## src/rtl/cpu_types_pkg.sv

```systemverilog
// Shared CPU types: register index and pipeline controller state.
package cpu_types_pkg;

  typedef logic [4:0] regbits_t;

  typedef enum logic [1:0] {
    RUN     = 2'd0,
    MEMWAIT = 2'd1,
    HALTED  = 2'd2
  } pctrl_state_t;

endpackage

```

## src/rtl/hazard_detect.sv

```systemverilog
// Load-use detector: load in EX writes a register read by ID.
module hazard_detect
  import cpu_types_pkg::*;
(
  input  logic     ex_dren,
  input  regbits_t ex_rt,
  input  regbits_t id_rs,
  input  regbits_t id_rt,
  output logic     load_use
);

  logic hit;

  assign hit = (ex_rt == id_rs) || (ex_rt == id_rt);

  // r0 is hardwired, so a load into it never creates a hazard
  assign load_use = ex_dren && (ex_rt != '0) && hit;

endmodule

```

## src/rtl/pipeline_ctrl.sv

```systemverilog
// Central stall/flush controller for the five-stage pipeline.
module pipeline_ctrl
  import cpu_types_pkg::*;
#(
  parameter int CNT_W = 32
) (
  input  logic             CLK,
  input  logic             nRST,
  input  logic             ihit,
  input  logic             dhit,
  input  logic             mem_dren,
  input  logic             mem_dwen,
  input  logic             mem_redirect,
  input  logic             mem_halt,
  input  logic             ex_dren,
  input  regbits_t         ex_rt,
  input  regbits_t         id_rs,
  input  regbits_t         id_rt,
  output logic             pc_en,
  output logic             ifid_en,
  output logic             ifid_flush,
  output logic             idex_en,
  output logic             idex_flush,
  output logic             exmem_en,
  output logic             exmem_flush,
  output logic             memwb_en,
  output logic             memwb_flush,
  output logic             halt,
  output logic [CNT_W-1:0] stall_cnt,
  output logic [CNT_W-1:0] flush_cnt
);

  pctrl_state_t     state_q, state_d;
  logic [CNT_W-1:0] stall_q, stall_d;
  logic [CNT_W-1:0] flush_q, flush_d;

  logic load_use;
  logic halted;
  logic dwait;
  logic ev_halt, ev_dwait, ev_redir, ev_lu, ev_imiss;

  hazard_detect u_hazard (
    .ex_dren  (ex_dren),
    .ex_rt    (ex_rt),
    .id_rs    (id_rs),
    .id_rt    (id_rt),
    .load_use (load_use)
  );

  assign halted = (state_q == HALTED);
  assign dwait  = (mem_dren | mem_dwen) & ~dhit;

  // One-hot event select, highest priority first
  assign ev_halt  = ~halted & mem_halt;
  assign ev_dwait = ~halted & ~mem_halt & dwait;
  assign ev_redir = ~halted & ~mem_halt & ~dwait
                  & mem_redirect;
  assign ev_lu    = ~halted & ~mem_halt & ~dwait
                  & ~mem_redirect & load_use;
  assign ev_imiss = ~halted & ~mem_halt & ~dwait
                  & ~mem_redirect & ~load_use & ~ihit;

  always_comb begin
    state_d     = state_q;
    pc_en       = 1'b1;
    ifid_en     = 1'b1;
    ifid_flush  = 1'b0;
    idex_en     = 1'b1;
    idex_flush  = 1'b0;
    exmem_en    = 1'b1;
    exmem_flush = 1'b0;
    memwb_en    = 1'b1;
    memwb_flush = 1'b0;
    if (!halted) state_d = RUN;
    unique case (1'b1)
      halted: begin
        pc_en    = 1'b0;
        ifid_en  = 1'b0;
        idex_en  = 1'b0;
        exmem_en = 1'b0;
        memwb_en = 1'b0;
      end
      ev_halt: begin
        pc_en       = 1'b0;
        ifid_flush  = 1'b1;
        idex_flush  = 1'b1;
        exmem_flush = 1'b1;
        state_d     = HALTED;
      end
      ev_dwait: begin
        pc_en       = 1'b0;
        ifid_en     = 1'b0;
        idex_en     = 1'b0;
        exmem_en    = 1'b0;
        memwb_flush = 1'b1;
        state_d     = MEMWAIT;
      end
      ev_redir: begin
        ifid_flush  = 1'b1;
        idex_flush  = 1'b1;
        exmem_flush = 1'b1;
      end
      ev_lu: begin
        pc_en      = 1'b0;
        ifid_en    = 1'b0;
        idex_flush = 1'b1;
      end
      ev_imiss: begin
        pc_en      = 1'b0;
        ifid_flush = 1'b1;
      end
      default: ;
    endcase
  end

  always_comb begin
    stall_d = stall_q;
    flush_d = flush_q;
    if (!halted && !pc_en) stall_d = stall_q + CNT_W'(1);
    if (ev_redir)          flush_d = flush_q + CNT_W'(1);
  end

  always_ff @(posedge CLK or negedge nRST) begin
    if (!nRST) begin
      state_q <= RUN;
      stall_q <= '0;
      flush_q <= '0;
    end else begin
      state_q <= state_d;
      stall_q <= stall_d;
      flush_q <= flush_d;
    end
  end

  assign halt      = halted;
  assign stall_cnt = stall_q;
  assign flush_cnt = flush_q;

endmodule

```

## config.mk

```make
export PLATFORM = sky130hd
export DESIGN_NAME = pipeline_ctrl
export DESIGN_NICKNAME = d
export VERILOG_FILES = /design/src/rtl/cpu_types_pkg.sv /design/src/rtl/hazard_detect.sv /design/src/rtl/pipeline_ctrl.sv
export SDC_FILE = /design/constraint.sdc
export NUM_CORES = 1
export LEC_CHECK = 0
export ABC_AREA = 0
export BUFFER_PORTS_ARGS = -buffer_cell sky130_fd_sc_hd__buf_2
export CORE_MARGIN = 1
export CORE_UTILIZATION = 38
export DETAILED_ROUTE_END_ITERATION = 7
export SLEW_MARGIN = 20
export SYNTH_ARGS = -nofsm -noshare
export SYNTH_HDL_FRONTEND = slang
export SYNTH_SLANG_ARGS = --single-unit
```

## constraint.sdc

```tcl
create_clock -name CLK -period 2.1 [get_ports CLK]
set_input_delay 0.21 -clock CLK [delete_from_list [all_inputs] [get_ports CLK]]
set_output_delay 0.21 -clock CLK [all_outputs]
set_load 0.005 [all_outputs]
```

Word-level counts from Yosys, hierarchy flattened
Cells that the tools add are included.

Bitwise logic cells: 18. Add/sub/neg operators: 2. Equality and inequality tests: 4. Reduce and logical (&&, ||, !) cells: 12. Muxes and demuxes: 10.

Operator list (number): $add 32x1->32 const B (2); $and 1x1->1 (10); $eq 5x5->1 (2); $reduce_or 3->1 (3); $mux 1 (8); $not 1->1 (7); $reduce_bool 5->1 (1); $reduce_or 5->1 (1); $pmux 2 s2 (1); $reduce_or 2->1 (2); $logic_and 1x1->1 (3); $ne 3x1->1 const B (1); $eq 2x2->1 const B (1); $mux 2 (1); $logic_not 1->1 (1); $logic_or 1x1->1 (1); $or 1x1->1 (1).

Flip-flop bits (word level): 66. Input bits: 24. Logic and storage cells: 49.

Depth between registers and ports, before layout
Gate-level depths: netlist of the first run.

Word-level depth: 9. Depth in mapped cells: 8. Mapped depth without buffers: 6.

Modules after synthesis
From an unflattened synthesis of the first run, not the netlist that was laid out.

Cell total of the unflattened synthesis: 287. Area total of the unflattened synthesis: 3246.9 um^2.

Modules (own cells, without submodules): pipeline_ctrl (times used 1, cells an instance 270, area each 3121.7 um^2); hazard_detect (times used 1, cells an instance 17, area each 125.1 um^2).

Worst setup path after synthesis of the first run
No wires, ideal clock.

Path kind: register to register. Start: register state_q[1]. End: register flush_q[30], in the netlist flush_cnt[30]. Cell stages (with the launch flop): 9. Period minus slack after synthesis: 1.869 ns. Setup time: 0.123 ns. Arrival time: 1.745 ns. Setup slack: 0.231 ns. Cell sequence: dfrtp_1 nand2b_1 buf_2 nand4_2 or4_1 buf_2 nor2_4 nand4_1 xnor2_1.

Word-level cells in the longest chain between the ends: 5.

RTL lines: start: declaration (RTL line pipeline_ctrl.sv:33) `pctrl_state_t state_q, state_d;`; start signal: assignment (RTL line pipeline_ctrl.sv:129) `state_q <= state_d;`; $eq 2x2->1 (RTL line pipeline_ctrl.sv:50) `assign halted = (state_q == HALTED);`; $not 1->1 (RTL line pipeline_ctrl.sv:56) `assign ev_redir = ~halted & ~mem_halt & ~dwait`; $and 1x1->1 (2 in series) (RTL line pipeline_ctrl.sv:56); $and 1x1->1 (RTL line pipeline_ctrl.sv:57) `& mem_redirect;`; end signal: assignment (RTL line pipeline_ctrl.sv:131) `flush_q <= flush_d;`; end: declaration (RTL line pipeline_ctrl.sv:35) `logic [CNT_W-1:0] flush_q, flush_d;`.

Every way passes these cells. A chain may end at the register's enable or synchronous reset.

Worst setup path after layout of the first run
Ends and elaborated chain as after synthesis.

==> flow_metrics.py, run 1 <==
metrics = {
    "clock_tree": {
        "clkSlewWorstSetupHoldPaths_ps": 60,
        "cts_sinks": 66,
        "cts_setup_buffers": 0,
        "htreeDepth": 3,
        "cts_tree": "built",
        "cts_root_buf": "clkbuf_8",
        "clock_latency_ps": 340,
        "clockBufferDepth": 2,
        "numCtsBuffers": 9,
    },
    "critical_path": {
        "crit_path_start": "state_q[1]",
        "crit_path_max_incr_delay_ps": 650,
        "r2r_cells": 6,
        "cp-end-kind": "flip-flop",
        "cp_max_fo": 8,
        "r2r_start": "state_q[1]",
        "crit_slowest_cell": "or4_1",
        "cp.required_ps": 2310,
        "crit_end": "flush_cnt[30]",
        "r2r_setup_slack_ps": 100,
        "path_class": "reg2reg",
        "crit_arrival_ps": 2210,
        "path_cells": "nand2b_1 -> nand4_2 -> or4_1 -> nor2_4 -> nand4_1 -> xnor2_1",
        "worstReg2RegEnd": "flush_cnt[30]",
        "cp-start-kind": "flip-flop",
    },
    "floorplan": {
        "io_pins": 98,
        "die_h_um": 94.8,
        "rows": 33,
        "core_area_um2": 8300,
        "start_util_pct": 39.5,
        "fp.dieW_um": 94.8,
        "die_area_um2": 9000,
    },
    "grt": {
        "grt_max_degree": 67,
        "grt_pass1_vias": 2395,
        "grt_use_total_pct": 16.1,
        "overflow": 0,
        "antenna_found_initial": 0,
        "grt_pass1_wl_mm": 11.1,
    },
    "sta": {
        "layout_setup_ws_ps": 102,
        "final-max-slew-violation-count": 0,
        "rsz0062_at_grt": "yes",
        "whs_ps": 191,
        "max_freq_mhz": 501,
        "worstMarginPinSlew_ps": 593,
        "fin_worst_skew_ps": 9.09,
        "setup_viol": 0,
        "finalHoldViolCount": 0,
        "relSlewSlack_pct": 60.5,
        "fin_crit_ps": 2000,
        "fin_crit_sh_pct": 95.1,
        "fin_setup_tns_ps": 0,
    },
    "final_layout": {
        "stdcell_area_um2": 4150,
        "layout_common_cells": "buf_2, dfrtp_1, xor2_1",
        "final-instance-count-excl-fill": 533,
        "nets": 449,
        "syn_to_final_growth_pct": 26.6,
        "layout-drive-gt1-share_pct": 33.2,
        "fillers": 786,
        "diodes": 0,
        "final_common_cell": "buf_2",
    },
    "power": {
        "switchingPower_uw": 509,
        "p_int_mw": 1.83,
        "p_clk_share_pct": 41.9,
        "peakVddDrop_uv": 247,
        "leakage_nw": 2.20,
        "powerDensity_nw_per_um2": 563,
        "combPwrFrac_pct": 3.7,
        "pwr-share-seq_pct": 54.4,
        "p_sw_share_pct": 21.8,
    },
    "place": {
        "dp_slack_ps": 108,
        "dpl.cell_count": 516,
        "port_buffers": 97,
        "place_area_um2": 3940,
        "gp_congestion": 0.741,
        "hpwl_mm": 4.97,
    },
    "synthesis": {
        "yosysWarnings": 0,
        "synth_top_area_share_pct": 50.4,
        "synth_fp_nets": 339,
        "synthArstFlopShare_pct": 100,
        "syn_inst": 313,
        "ys_types": 36,
        "synth_area_leaders": "dfrtp_1, xor2_1, xnor2_1, nor4_2, nand2_1",
        "synth_ff_type": "dfrtp_1",
        "syn_area_um2": 3280,
        "synth_edf_count": 0,
        "ys_ff_latch": 66,
        "ys_seq_area_share_pct": 50.4,
        "syn-mean-instance-area_um2": 10.5,
        "synth_area_leader_cell": "dfrtp_1",
    },
    "run": {
        "maxCapViolations": 0,
    },
    "detailed_routing": {
        "drc_errors": 0,
        "drt_iter0_markers": 80,
        "postRouteAntennaNets": 0,
        "via_per_inst": 4.83,
        "wl_mm": 6.80,
        "post_drt_wl_per_cell_um": 12.8,
        "firstDrtPassIters": 4,
        "vias": 2577,
    },
    "outcome": {
        "status": "complete, no violations",
    },
    "worst_hold_path": {
        "hold_path.class": "in2reg",
    },
}
[how the worst min path moves through the flow]
stage                         from      endpoint  slack [ps]  depth (start not counted)
final                         dhit    state_q[0]         190                          3
after global routing          dhit    state_q[0]         180                          3
after CTS                 mem_halt    state_q[1]         150                          3
after detailed placement      nRST  flush_cnt[2]         260                          2
after global placement        nRST  flush_cnt[6]         260                          2
after floorplan               nRST  flush_cnt[0]         -90                          0
[Yosys cell counts, types with 3 or more instances]
master     n
nand4_1    7
nor4_2    12
nand3_1   17
dfrtp_1   66
xor2_1    44
xnor2_1   28
nand2_1   36
and2_1     3
and4_1     4
and3_1     4
nor3_1    16
buf_2      5
nand2b_1   3
inv_1     13
nor2_1    26
[layer usage]
metal  part of all wire [%]  track usage (%)  routed length [um]
met1                     47             20.9                3210
met2                     46             24.9                3130
met3                    5.2             4.35                 354
met4                    1.6             7.20                 111
met5                      0                0                   0
[area by class of cell]
type	instances	area, um2	area share [%]
Sequential cell	66	1650	39.8
Multi-Input combinational cell	225	1540	37.1
Timing Repair Buffer	108	596	14.4
Clock buffer	14	173	4.16
Tap cell	105	131	3.17
Inverter	13	48.8	1.18
Clock inverter	2	10.0	0.241
[power groups by stage]
| stage | registers [mW] | clock network [mW] | logic [mW] |
|---|---|---|---|
| finish | 1.27 | 0.979 | 0.0857 |
| global route | 1.27 | 1.08 | 0.0982 |
| CTS | 1.27 | 1.02 | 0.0882 |
| detailed placement | 1.29 | 0 | 0.0867 |
| global placement | 1.29 | 0 | 0.0851 |
| floorplan | 1.30 | 0 | 0.0231 |
[repair_timing]
item                       4_1_cts  5_1_grt
hold buffers                     1        0
setup endpoints to repair        0        2
resized for setup                0        3
hold endpoints to repair        66        0
[stage by stage]
| stage | power [mW] | util, % |
|---|---|---|
| 6_report | 2.34 | 50.0 |
| 4_1_cts | 2.38 | 49.8 |
| 2_1_floorplan | 1.32 | - |
| 3_3_place_gp | 1.38 | 47.5 |
| 5_1_grt | 2.45 | 50.0 |
| 3_5_place_dp | 1.38 | 47.5 |
[flip-flops by register name, summed over array words and instances, names as in the netlist]
| register | count |
|---|---|
| flush_cnt | 32 |
| state_q | 2 |
| stall_cnt | 32 |
[critical path, delay by kind of cell, from the launching register on]
family        cells  cell delay, ps
flops             1             360
simple gates      5            1360
xor+xnor          1             150
[cells by family after synthesis]
logic type / count (synthesis) / synth area share (%)
buffers and inverters: 22 / 3.06
and+or+nand+nor: 141 / 24.3
muxes: 1 / 0.344
xor gates and xnor gates: 72 / 19.3
AOI/OAI and AO/OA: 9 / 1.87
adders and majority gates: 2 / 0.764
DFF: 66 / 50.4
Power figures use the tool's default switching activity.
==> run 2: changes to the inputs <==
CORE_UTILIZATION = 50   (was 38)
PLACE_DENSITY = 0.78   (was unset)
==> flow_metrics.py, run 2 (synthesis gave the netlist of run 1 again) <==
metrics = {
    "outcome": {
        "status": "complete, no violations",
    },
    "power": {
        "switchingPower_uw": 485,
        "fin_total_pwr_mw": 2.25,
        "powerDensity_nw_per_um2": 552,
        "p_int_mw": 1.76,
        "leakage_nw": 2.17,
        "combPwrFrac_pct": 3.8,
        "pwr-share-seq_pct": 56.6,
        "p_clk_share_pct": 39.6,
        "peakVddDrop_uv": 353,
        "p_sw_share_pct": 21.6,
    },
    "final_layout": {
        "layout_common_cells": "buf_2, dfrtp_1, xor2_1",
        "diodes": 0,
        "final_common_cell": "buf_2",
        "layout-drive-gt1-share_pct": 32.5,
        "final-instance-count-excl-fill": 501,
        "syn_to_final_growth_pct": 24.2,
        "final_util_pct": 64.1,
        "stdcell_area_um2": 4070,
        "nets": 445,
    },
    "sta": {
        "fin_worst_skew_ps": 7.73,
        "relSlewSlack_pct": 59.8,
        "layout_setup_ws_ps": 149,
        "worstMarginPinSlew_ps": 603,
        "rsz0062_at_grt": "no",
        "final-max-slew-violation-count": 0,
        "fin_crit_ps": 1950,
        "finalHoldViolCount": 0,
        "fin_crit_sh_pct": 92.9,
        "setup_viol": 0,
        "fin_setup_tns_ps": 0,
        "max_freq_mhz": 513,
        "whs_ps": 189,
    },
    "detailed_routing": {
        "firstDrtPassIters": 4,
        "drc_errors": 0,
        "post_drt_wl_per_cell_um": 12.6,
        "via_per_inst": 5.11,
        "drt_iter0_markers": 128,
        "wl_mm": 6.34,
        "postRouteAntennaNets": 0,
        "vias": 2558,
    },
    "critical_path": {
        "cp_max_fo": 5,
        "crit_path_start": "flush_cnt[10]",
        "worstReg2RegEnd": "flush_cnt[30]",
        "r2r_cells": 6,
        "crit_end": "flush_cnt[30]",
        "cp.required_ps": 2300,
        "r2r_start": "flush_cnt[10]",
        "cp-start-kind": "flip-flop",
        "path_class": "reg2reg",
        "r2r_setup_slack_ps": 150,
        "crit_arrival_ps": 2150,
        "cp-end-kind": "flip-flop",
    },
    "floorplan": {
        "die_area_um2": 6880,
        "rows": 29,
        "die_h_um": 82.9,
        "io_pins": 98,
        "fp.dieW_um": 82.9,
        "core_area_um2": 6350,
        "start_util_pct": 51.6,
    },
    "grt": {
        "overflow": 0,
        "grt_pass1_vias": 2471,
        "grt_max_degree": 42,
        "antenna_found_initial": 0,
        "grt_pass1_wl_mm": 10.7,
        "grt_use_total_pct": 19.2,
    },
    "place": {
        "dpl.cell_count": 484,
        "place_area_um2": 3880,
        "port_buffers": 97,
        "gp_congestion": 0.786,
        "dp_slack_ps": 124,
        "hpwl_mm": 4.78,
    },
    "worst_hold_path": {
        "hold_path.class": "in2reg",
    },
    "clock_tree": {
        "cts_sinks": 66,
        "htreeDepth": 3,
        "clkSlewWorstSetupHoldPaths_ps": 70,
        "clock_latency_ps": 320,
        "cts_setup_buffers": 0,
        "clockBufferDepth": 2,
        "cts_tree": "built",
        "cts_root_buf": "clkbuf_8",
        "numCtsBuffers": 9,
    },
    "run": {
        "maxCapViolations": 0,
    },
}
## run 2: area by class of cell
cell class / instances / area [um2]
well taps: 77 / 96.3
multi-input cells: 225 / 1540
inverters: 13 / 48.8
flip-flops and latches: 66 / 1650
clock inverters: 3 / 15.0
repair buffers: 104 / 566
clock buffers: 13 / 149
fillers: 538 / 2280
## run 2: how the worst min path moves through the flow
stage                     startpoint            end  slack (ps)  cells after the start
after floorplan                 nRST   flush_cnt[0]         -90                      0
after global placement          nRST  stall_cnt[30]         250                      1
after detailed placement        nRST  stall_cnt[31]         250                      1
after CTS                       dhit     state_q[0]         170                      3
after global routing            dhit     state_q[0]         190                      3
final                           dhit     state_q[0]         190                      3
## run 2: power groups by stage
stage / combinational (mW) / clock (mW) / sequential (mW)
5_1_grt: 0.0974 / 0.984 / 1.27
3_5_place_dp: 0.0865 / 0 / 1.29
2_1_floorplan: 0.0231 / 0 / 1.30
6_report: 0.0855 / 0.889 / 1.27
4_1_cts: 0.0879 / 0.923 / 1.27
3_3_place_gp: 0.0826 / 0 / 1.29
## run 2: critical path, cell delays in order, from the launching register on
cell     delay, ps
dfrtp_1        400
and4_1         270
nand4_1        180
or4_4          580
nor2_4         130
nand4_1        120
xnor2_1        150
## run 2: metal layers
layer,routed length (um),vias to the layer above,GRT usage (%)
li1,-,1263,-
met1,2910,1230,24.7
met2,3130,63,32.0
met3,262,2,3.78
met4,34,0,7.99
met5,0,-,0
## run 2: timing repair
action                     CTS  global route
hold buffers                 1             0
setup endpoints to repair    0             6
hold endpoints to repair    25             0
gates resized for setup      0             4
==> run 3: changes to the inputs <==
BUFFER_PORTS_ARGS = -buffer_cell sky130_fd_sc_hd__buf_4   (was -buffer_cell sky130_fd_sc_hd__buf_2)
==> flow_metrics.py, run 3 (synthesis gave the netlist of run 1 again) <==
metrics = {
    "outcome": {
        "status": "complete, no violations",
    },
    "clock_tree": {
        "numCtsBuffers": 9,
        "cts_tree": "built",
        "htreeDepth": 3,
        "cts_sinks": 66,
        "clock_latency_ps": 340,
        "clkSlewWorstSetupHoldPaths_ps": 70,
        "cts_root_buf": "clkbuf_8",
        "cts_setup_buffers": 0,
        "clockBufferDepth": 2,
    },
    "sta": {
        "fin_setup_tns_ps": 0,
        "final-max-slew-violation-count": 0,
        "layout_setup_ws_ps": 134,
        "fin_crit_ps": 1970,
        "worstMarginPinSlew_ps": 794,
        "fin_crit_sh_pct": 93.6,
        "finalHoldViolCount": 0,
        "max_freq_mhz": 509,
        "setup_viol": 0,
        "relSlewSlack_pct": 47.1,
        "fin_worst_skew_ps": 7.15,
        "whs_ps": 156,
    },
    "floorplan": {
        "die_area_um2": 6880,
        "io_pins": 98,
        "rows": 29,
        "fp.dieW_um": 82.9,
        "core_area_um2": 6350,
        "die_h_um": 82.9,
        "start_util_pct": 51.6,
    },
    "place": {
        "hpwl_mm": 4.92,
        "dpl.cell_count": 483,
        "port_buffers": 97,
        "dp_slack_ps": 104,
        "gp_congestion": 0.780,
    },
    "power": {
        "powerDensity_nw_per_um2": 582,
        "leakage_nw": 2.21,
        "peakVddDrop_uv": 456,
    },
    "final_layout": {
        "nets": 444,
        "final_util_pct": 68.5,
        "fillers": 506,
        "final_common_cell": "buf_4",
        "ff_latch_area_um2": 1650,
        "layout_common_cells": "buf_4, dfrtp_1, xor2_1",
        "multi_input_area_um2": 1540,
        "layout-drive-gt1-share_pct": 33.1,
        "syn_to_final_growth_pct": 32.7,
        "final-instance-count-excl-fill": 500,
        "diodes": 0,
    },
    "detailed_routing": {
        "post_drt_wl_per_cell_um": 13.6,
        "vias": 2571,
        "drc_errors": 0,
        "drt_iter0_markers": 66,
        "firstDrtPassIters": 5,
        "via_per_inst": 5.14,
        "wl_mm": 6.80,
        "postRouteAntennaNets": 0,
    },
    "critical_path": {
        "cp-start-kind": "flip-flop",
        "cp.required_ps": 2320,
        "cp_max_fo": 5,
        "path_class": "reg2reg",
        "crit_arrival_ps": 2190,
        "cp-end-kind": "flip-flop",
    },
    "worst_hold_path": {
        "hold_path.class": "in2reg",
    },
    "grt": {
        "grt_pass1_vias": 2565,
        "antenna_found_initial": 0,
        "overflow": 0,
        "grt_max_degree": 67,
        "grt_pass1_wl_mm": 11.6,
        "grt_use_total_pct": 21.0,
    },
    "run": {
        "maxCapViolations": 0,
    },
}
[run 3: changes by cell type in the layout (fill, tap and decap cells not counted), moves of 2 or more]
cell        previous run  this run
buf_2                 97         0
clkbuf_1               3         0
bufinv_16              0         2
buf_4                  4       101
clkinvlp_4             0         2
[run 3: cell type report]
type                            count  share of cell area (%)
Clock buffer                        9                    2.85
Clock inverter                      7                    2.16
Inverter                           13                    1.12
Multi-Input combinational cell    225                    35.5
Sequential cell                    66                    38.0
Tap cell                           77                    2.22
Timing Repair Buffer              103                    18.1
[run 3: critical path: stages, from the launching register on]
cell and delay (ps):
dfrtp_1 420, and4_1 270, nand4_1 180, or4_4 570
nor2_4 140, nand4_1 120, xnor2_1 150
[run 3: through the flow]
step | power [mW] | area (um2)
floorplan | 1.32 | 3280
global placement | 1.39 | 4100
detailed placement | 1.39 | 4100
CTS | 2.55 | 4330
global route | 2.62 | 4350
finish | 2.53 | 4350
[run 3: timing repair]
| action | 4_1_cts | 5_1_grt |
|---|---|---|
| hold buffers | 1 | 0 |
| gates resized for setup | 0 | 4 |
| setup endpoints to repair | 0 | 12 |
| endpoints found under the hold margin | 31 | 0 |
[run 3: metal layers]
metal / vias to the layer above / wire [um] / GRT usage, %
met5: - / 0 / 0
met4: 0 / 102 / 8.93
met3: 10 / 349 / 4.27
met2: 79 / 3390 / 35.8
met1: 1227 / 2950 / 25.9
li1: 1255 / - / -
[run 3: worst paths after layout]
path | start | end | slack [ps] | cells past startpoint
setup / recovery | flush_cnt[10] | flush_cnt[30] | 130 | 6
hold / removal | mem_halt | state_q[1] | 160 | 3
setup reg to reg | flush_cnt[10] | flush_cnt[30] | 130 | 6
hold reg to reg | flush_cnt[31] | flush_cnt[31] | 470 | 1
max in group asynchronous | nRST | flush_cnt[30] | 1070 | 2
min in group asynchronous | nRST | stall_cnt[28] | 500 | 2
[run 3: power by group]
group          total (mW)  switching [mW]  internal, mW
Sequential           1.27               0          1.27
Combinational      0.0919          0.0505        0.0414
Clock                1.17           0.501         0.666
Total                2.53           0.551          1.98
